### src/rtl/mul_pkg.sv
// Shared types and constants for the iterative shift-add multiplier.
package mul_pkg;
  localparam int XLEN  = 64;
  localparam int CNT_W = 6;

  typedef enum logic [1:0] {
    IDLE = 2'd0,
    RUN  = 2'd1,
    DONE = 2'd2
  } state_t;
endpackage

### src/rtl/seq_multiplier_if.sv
// Start/done handshake and operand/result bus of seq_multiplier.
// MUL_SIGNED_EN adds the is_signed request qualifier.
interface seq_multiplier_if #(
  parameter int WIDTH = 64
);
  logic             start;
  logic [WIDTH-1:0] op_a;
  logic [WIDTH-1:0] op_b;
`ifdef MUL_SIGNED_EN
  logic             is_signed;
`endif
  logic             busy;
  logic             done;
  logic [WIDTH-1:0] result_lo;
  logic [WIDTH-1:0] result_hi;

`ifdef MUL_SIGNED_EN
  modport master (output start, op_a, op_b, is_signed,
                  input  busy, done, result_lo, result_hi);
  modport slave  (input  start, op_a, op_b, is_signed,
                  output busy, done, result_lo, result_hi);
`else
  modport master (output start, op_a, op_b,
                  input  busy, done, result_lo, result_hi);
  modport slave  (input  start, op_a, op_b,
                  output busy, done, result_lo, result_hi);
`endif
endinterface

### src/rtl/mul_step.sv
// One shift-add iteration: conditionally add the multiplicand into hi, then shift {carry,hi,lo} right by one.
module mul_step #(
  parameter int WIDTH = 64
) (
  input  logic [WIDTH-1:0] hi_i,
  input  logic [WIDTH-1:0] lo_i,
  input  logic [WIDTH-1:0] mcand_i,
  output logic [WIDTH-1:0] hi_o,
  output logic [WIDTH-1:0] lo_o
);
  logic [WIDTH:0] sum;

  always_comb begin
    sum  = {1'b0, hi_i} + (lo_i[0] ? {1'b0, mcand_i} : '0);
    hi_o = sum[WIDTH:1];
    lo_o = {sum[0], lo_i[WIDTH-1:1]};
  end
endmodule

### src/rtl/seq_multiplier.sv
// Iterative 64x64->128 multiplier, one multiplier bit per clock; done pulses 65 edges after start.
// MUL_SIGNED_EN enables two's-complement operands via is_signed.
module seq_multiplier
  import mul_pkg::*;
#(
  parameter int WIDTH = XLEN,
  parameter int CNT_W = mul_pkg::CNT_W
) (
  input  logic           clk,
  input  logic           rst_n,
  seq_multiplier_if.slave bus
);
  state_t           state_q, state_d;
  logic [CNT_W-1:0] cnt_q;
  logic [WIDTH-1:0] mcand_q, hi_q, lo_q;
  logic [WIDTH-1:0] res_lo_q, res_hi_q;
  logic [WIDTH-1:0] step_hi, step_lo;
  logic [WIDTH-1:0] ld_a, ld_b;
  logic [2*WIDTH-1:0] prod_raw, prod;
  logic             last_step;

  assign last_step = (state_q == RUN) && (cnt_q == CNT_W'(WIDTH - 1));
  assign prod_raw  = {step_hi, step_lo};

`ifdef MUL_SIGNED_EN
  logic neg_q, ld_neg;

  // Most-negative input negates to itself, which read unsigned is the correct magnitude.
  always_comb begin
    ld_a   = bus.op_a;
    ld_b   = bus.op_b;
    ld_neg = 1'b0;
    if (bus.is_signed) begin
      ld_a   = bus.op_a[WIDTH-1] ? -bus.op_a : bus.op_a;
      ld_b   = bus.op_b[WIDTH-1] ? -bus.op_b : bus.op_b;
      ld_neg = bus.op_a[WIDTH-1] ^ bus.op_b[WIDTH-1];
    end
  end

  assign prod = neg_q ? -prod_raw : prod_raw;
`else
  assign ld_a = bus.op_a;
  assign ld_b = bus.op_b;
  assign prod = prod_raw;
`endif

  mul_step #(.WIDTH(WIDTH)) u_step (
    .hi_i    (hi_q),
    .lo_i    (lo_q),
    .mcand_i (mcand_q),
    .hi_o    (step_hi),
    .lo_o    (step_lo)
  );

  always_ff @(posedge clk) begin
    if (!rst_n) state_q <= IDLE;
    else        state_q <= state_d;
  end

  always_comb begin
    state_d = state_q;
    case (state_q)
      IDLE:    if (bus.start) state_d = RUN;
      RUN:     if (last_step) state_d = DONE;
      DONE:    state_d = IDLE;
      default: state_d = IDLE;
    endcase
  end

  always_comb begin
    bus.busy      = (state_q == RUN);
    bus.done      = (state_q == DONE);
    bus.result_lo = res_lo_q;
    bus.result_hi = res_hi_q;
  end

  // Results only move on the final step so partial products never reach the outputs.
  always_ff @(posedge clk) begin
    if (!rst_n) begin
      cnt_q    <= '0;
      mcand_q  <= '0;
      hi_q     <= '0;
      lo_q     <= '0;
      res_lo_q <= '0;
      res_hi_q <= '0;
`ifdef MUL_SIGNED_EN
      neg_q    <= 1'b0;
`endif
    end else begin
      case (state_q)
        IDLE: begin
          if (bus.start) begin
            mcand_q <= ld_a;
            lo_q    <= ld_b;
            hi_q    <= '0;
            cnt_q   <= '0;
`ifdef MUL_SIGNED_EN
            neg_q   <= ld_neg;
`endif
          end
        end
        RUN: begin
          hi_q  <= step_hi;
          lo_q  <= step_lo;
          cnt_q <= cnt_q + CNT_W'(1);
          if (last_step) begin
            res_hi_q <= prod[2*WIDTH-1:WIDTH];
            res_lo_q <= prod[WIDTH-1:0];
          end
        end
        default: ;
      endcase
    end
  end
endmodule

### src/flat_wrapper.sv
// flat-port wrapper written by rule: the top's interface ports become plain ports
module seq_multiplier_flat import mul_pkg::*;
#(
  parameter int WIDTH = XLEN,
  parameter int CNT_W = mul_pkg::CNT_W
)
  (clk, rst_n, bus_start, bus_op_a, bus_op_b, bus_busy, bus_done, bus_result_lo, bus_result_hi);
  seq_multiplier_if #(.WIDTH(WIDTH)) bus_i ();
  input  logic clk;
  input  logic rst_n;
  input wire logic [$bits(bus_i.start)-1:0] bus_start;
  input wire logic [$bits(bus_i.op_a)-1:0] bus_op_a;
  input wire logic [$bits(bus_i.op_b)-1:0] bus_op_b;
  output wire logic [$bits(bus_i.busy)-1:0] bus_busy;
  output wire logic [$bits(bus_i.done)-1:0] bus_done;
  output wire logic [$bits(bus_i.result_lo)-1:0] bus_result_lo;
  output wire logic [$bits(bus_i.result_hi)-1:0] bus_result_hi;
  assign bus_i.start = bus_start;
  assign bus_i.op_a = bus_op_a;
  assign bus_i.op_b = bus_op_b;
  assign bus_busy = bus_i.busy;
  assign bus_done = bus_i.done;
  assign bus_result_lo = bus_i.result_lo;
  assign bus_result_hi = bus_i.result_hi;
  seq_multiplier #(.WIDTH(WIDTH), .CNT_W(CNT_W)) u_core (.clk(clk), .rst_n(rst_n), .bus(bus_i));
endmodule
### config.mk
export PLATFORM = sky130hd
export DESIGN_NAME = seq_multiplier_flat
export DESIGN_NICKNAME = d
export VERILOG_FILES = /design/src/rtl/mul_pkg.sv /design/src/rtl/seq_multiplier_if.sv /design/src/rtl/mul_step.sv /design/src/rtl/seq_multiplier.sv /design/src/flat_wrapper.sv
export SDC_FILE = /design/constraint.sdc
export NUM_CORES = 1
export LEC_CHECK = 0
export BUFFER_PORTS_ARGS = -buffer_cell sky130_fd_sc_hd__buf_2
export CAP_MARGIN = 20
export CORE_MARGIN = 1
export CORE_UTILIZATION = 45
export CTS_CLUSTER_SIZE = 40
export DETAILED_ROUTE_END_ITERATION = 7
export HOLD_SLACK_MARGIN = 0.02
export PLACE_DENSITY = 0.69
export SLEW_MARGIN = 10
export SYNTH_ARGS = -nofsm -noshare
export SYNTH_HDL_FRONTEND = slang
export SYNTH_SLANG_ARGS = --single-unit
### constraint.sdc
create_clock -name clk -period 3.5 [get_ports clk]
set_clock_uncertainty 0.2 [all_clocks]
set_input_delay 0.175 -clock clk [delete_from_list [all_inputs] [get_ports clk]]
set_output_delay 0.175 -clock clk [all_outputs]
set_load 0.05 [all_outputs]
==> key figures <==
Status
  • Status: finished, violations left
  • Failing checks: setup timing

Critical path
  • Critical Path RT: about 3700 ps
  • Startpoint Class: flop
  • Worst r2r src: u_core.lo_q[0]$_SDFFE_PN0P_
  • R2r worst-path depth: 14
  • Data arrival time of the worst path: a little under 4000 ps
  • R2R Setup Slk: -210 ps
  • Crit path kind: reg -> reg
  • Max Fanout on Critical Path: 6
  • Worst R2R End: u_core.hi_q[62]$_SDFFE_PN0P_
  • Crit end category: flop

Clock tree
  • Total CTS buffers: 37
  • Skew-Pair Late Insertion Delay: roughly 560 ps
  • CTS clock-pin slew for the worst setup and hold paths: ~60 ps
  • CTS tree: built
  • Clk sinks: 328
  • H-tree depth: 2
  • Root Buffer: clkbuf_16
  • Buffer depth of the longest clock path: 3

Drt
  • Drt wl/cell: around 17 um
  • Vias per cell: 5.45
  • Vias post-DR: ~17000
  • DRT antenna net count: 0
  • Detailed Route Iter0 Violations: between 1000 and 1500
  • First-pass DRT Iterations: 6
  • Final WL: just over 50000 um
  • DR DRC count: 0

Global routing
  • Met3 GRT Util: under 10%
  • Met2 Use GR: a little under half
  • Vias in the first global route: around 16000
  • Largest net degree at the start of global routing: between 80 and 90
  • Total track usage: 27.8%
  • GR peak layer: met2
  • Met1 usage: 36.1%
  • First-pass GRT wire length: 81000 um
  • Grt total ovfl: 0
  • Initial antenna violation count: 2

Cells and area
  • Layout area overhead: 42.8%
  • Final Instance Count excl. Fillers: between 3000 and 4000
  • Post-layout nets: about 2800
  • Layout cell share with drive strength beyond 1: around 28%
  • Seq. cell area: 6570 um2
  • FILL cells: between 2000 and 3000
  • Area occupied by multi-input gates: about 9400 um2

Die
  • Core ar.: roughly 35000 um2
  • I/O pins: ~260
  • DIE HEIGHT: approximately 190 um
  • Die X: approximately 190 um
  • Initial Util: 45.8%
  • Die area: between 30000 and 40000 um2
  • Rows: between 60 and 70

Logic synthesis
  • Post-synth top area cell: dfxtp_1
  • Count leader, synth: nand2_1
  • Synthesized Nets: around 2200
  • Sequential share of the synthesized area: between 40% and 50%
  • Yosys reg bits: about 330
  • Mapped Area: roughly 16000 um2
  • Synth top cells by count: nand2_1 (444), dfxtp_1 (328), a21oi_1 (290)
  • Syn Inst Count: slightly above 2000
  • Ys flop type: dfxtp_1
  • Yosys top cell area share: between 40 and 50%
  • Async SR Flop Fraction: 0%
  • Unique masters post-synth: 70
  • Post-synth EDFFs: 0
  • Top area cells in the synthesized netlist: dfxtp_1 (42%), nand2_1 (11%), a21oi_1 (9.2%), ha_1 (5.1%), nor2_1 (4.8%)
  • Syn avg cell area: 7.78 um2
  • YS warnings: 0

Power and ir drop
  • Peak VDD IR: between 0.0003 and 0.0004 V
  • Sw frac: about a quarter
  • Power per standard cell area: between 300 and 400 nW/um2
  • Seq pwr share: 45.0%
  • Combinational share of power: roughly 10%
  • Clk pwr share: 44.7%
  • Power consumption: a little under 9000 uW
  • Psw: roughly 2200 uW
  • Lkg Pwr: between 0.009 and 0.01 uW
  • Internal power: 6630 uW

Hold path
  • Hold Crit Start: bus_start
  • Hold Path Depth: 7
  • Hold Path Class: in -> reg
  • Hold path endpoint: u_core.hi_q[62]$_SDFFE_PN0P_

STA
  • RSZ-0062 raised after global routing: true
  • Final max-slew violation count: 0
  • Crit share post-route: 106%
  • Hold Violations, Final: 0
  • Fmax: 270 MHz
  • Setup ws final: -209 ps
  • Setup violators final: 27
  • Least-Margin Pin Slew: slightly below 900 ps
  • Max-Slew Margin vs Limit: about two fifths
  • Post-route minimum period: approximately 3700 ps

Placed design
  • Port bufs: 260
  • Pre-CTS setup slack: -295 ps
  • Dpl cells: about 2800
  • GPL Wtd Cong: ~0.93
  • Detailed placement HPWL: 34200 um

Job
  • Max Cap Violations: 0
-- flip-flops by register name, summed over array words and instances, names as in the netlist --
signal                flops
u_core.hi_q              64
u_core.mcand_q           64
u_core.state_q            2
u_core.bus.result_lo     64
u_core.cnt_q              6
u_core.lo_q              64
u_core.bus.result_hi     64
-- cells in the final DEF (no fill, tap or decap), drive strengths merged, types with 4 or more instances in the layout --
master and count:
buf 489, nand2 444, dfxtp 328, a21oi 290
nor2 204, dlygate4sd3 151, o21ai 91, and2 69
o221ai 67, ha 65, clkbuf 52, nand3 50
a21o 33, xnor2 32, xor2 30, nand4 23
inv 19, a22o 16, a31oi 14, nor3 12
o21bai 11, o211ai 8, o31a 7, a211oi 7
nand2b 6, or3 6, clkinv 5, o21a 4
a31o 4, nor4 4, o31ai 4
-- per-layer routing --
layer  wire (um)  vias up  part of all wire, %
met3        2600      133                  5.0
met1       22400     7836                   43
met2       24800      542                   48
li1            -     8096                    -
met4        1930        0                  3.7
met5           0        -                    0
-- stage by stage --
step                hold WS [ps]  cell area, um2  utilization (%)  TNS (ps)
finish                       183           22600             65.3     -2700
global route                 205           22600             65.3     -7010
CTS                          155           22100             63.9     -2700
detailed placement           220           18900             54.6     -7810
global placement             215           18900             54.6     -4680
floorplan                    111           16000                -      -128
-- final cells by class --
cell class              instances  share of cell area [%]
diodes                          2                  0.0222
multi-input cells            1542                    41.7
clock inverters                13                   0.710
well taps                     455                    2.52
flip-flops and latches        328                    29.1
repair buffers                642                    21.0
inverters                      16                   0.288
clock buffers                  51                    4.69
-- worst max path at each step --
stage | start | endpoint | slack [ps] | cells past startpoint
global route | u_core.lo_q[0]$_SDFFE_PN0P_ | u_core.hi_q[62]$_SDFFE_PN0P_ | -370 | 14
floorplan | u_core.lo_q[0]$_SDFFE_PN0P_ | u_core.bus.result_hi[62]$_SDFFE_PN0P_ | -70 | 14
global placement | u_core.lo_q[0]$_SDFFE_PN0P_ | u_core.bus.result_hi[62]$_SDFFE_PN0P_ | -240 | 13
finish | u_core.lo_q[0]$_SDFFE_PN0P_ | u_core.hi_q[62]$_SDFFE_PN0P_ | -210 | 14
detailed placement | u_core.lo_q[0]$_SDFFE_PN0P_ | u_core.bus.result_hi[62]$_SDFFE_PN0P_ | -300 | 13
CTS | u_core.lo_q[0]$_SDFFE_PN0P_ | u_core.bus.result_hi[62]$_SDFFE_PN0P_ | -190 | 13
-- cell families after synthesis --
logic type / Yosys count / synth area share, %
simple gates: 832 / 22.3
compound gates: 580 / 22.8
flops: 328 / 41.5
buf+inv: 161 / 4.54
fa+ha+maj: 66 / 5.27
xor+xnor: 62 / 3.44
mux: 2 / 0.127
-- power groups by stage --
stage / Clock, uW / Sequential (uW) / Combinational, uW
after floorplan: 0 / 4010 / 457
after global placement: 0 / 4030 / 690
after detailed placement: 0 / 4040 / 704
after CTS: 4020 / 3960 / 876
after global routing: 4150 / 3980 / 997
final: 3940 / 3960 / 910
-- what timing repair did --
action	in CTS	in global routing
pin swaps	35	43
setup buffers	11	6
setup endpoints to repair	59	66
hold buffers	151	0
hold endpoints to repair	163	0
gates cloned	2	1
gates resized for setup	75	98
-- critical path, stage by stage, from the launching register on --
cell	delay (ps)
dfxtp_4	390
buf_12	150
and2_4	160
ha_4	220
a211oi_4	220
o211ai_1	120
a41o_1	260
o41a_1	500
a2111oi_4	460
o21bai_4	120
a311oi_4	320
buf_4	180
o41ai_2	70
xnor2_1	150
o21ai_1	70
(Power assumes the default switching activity.)
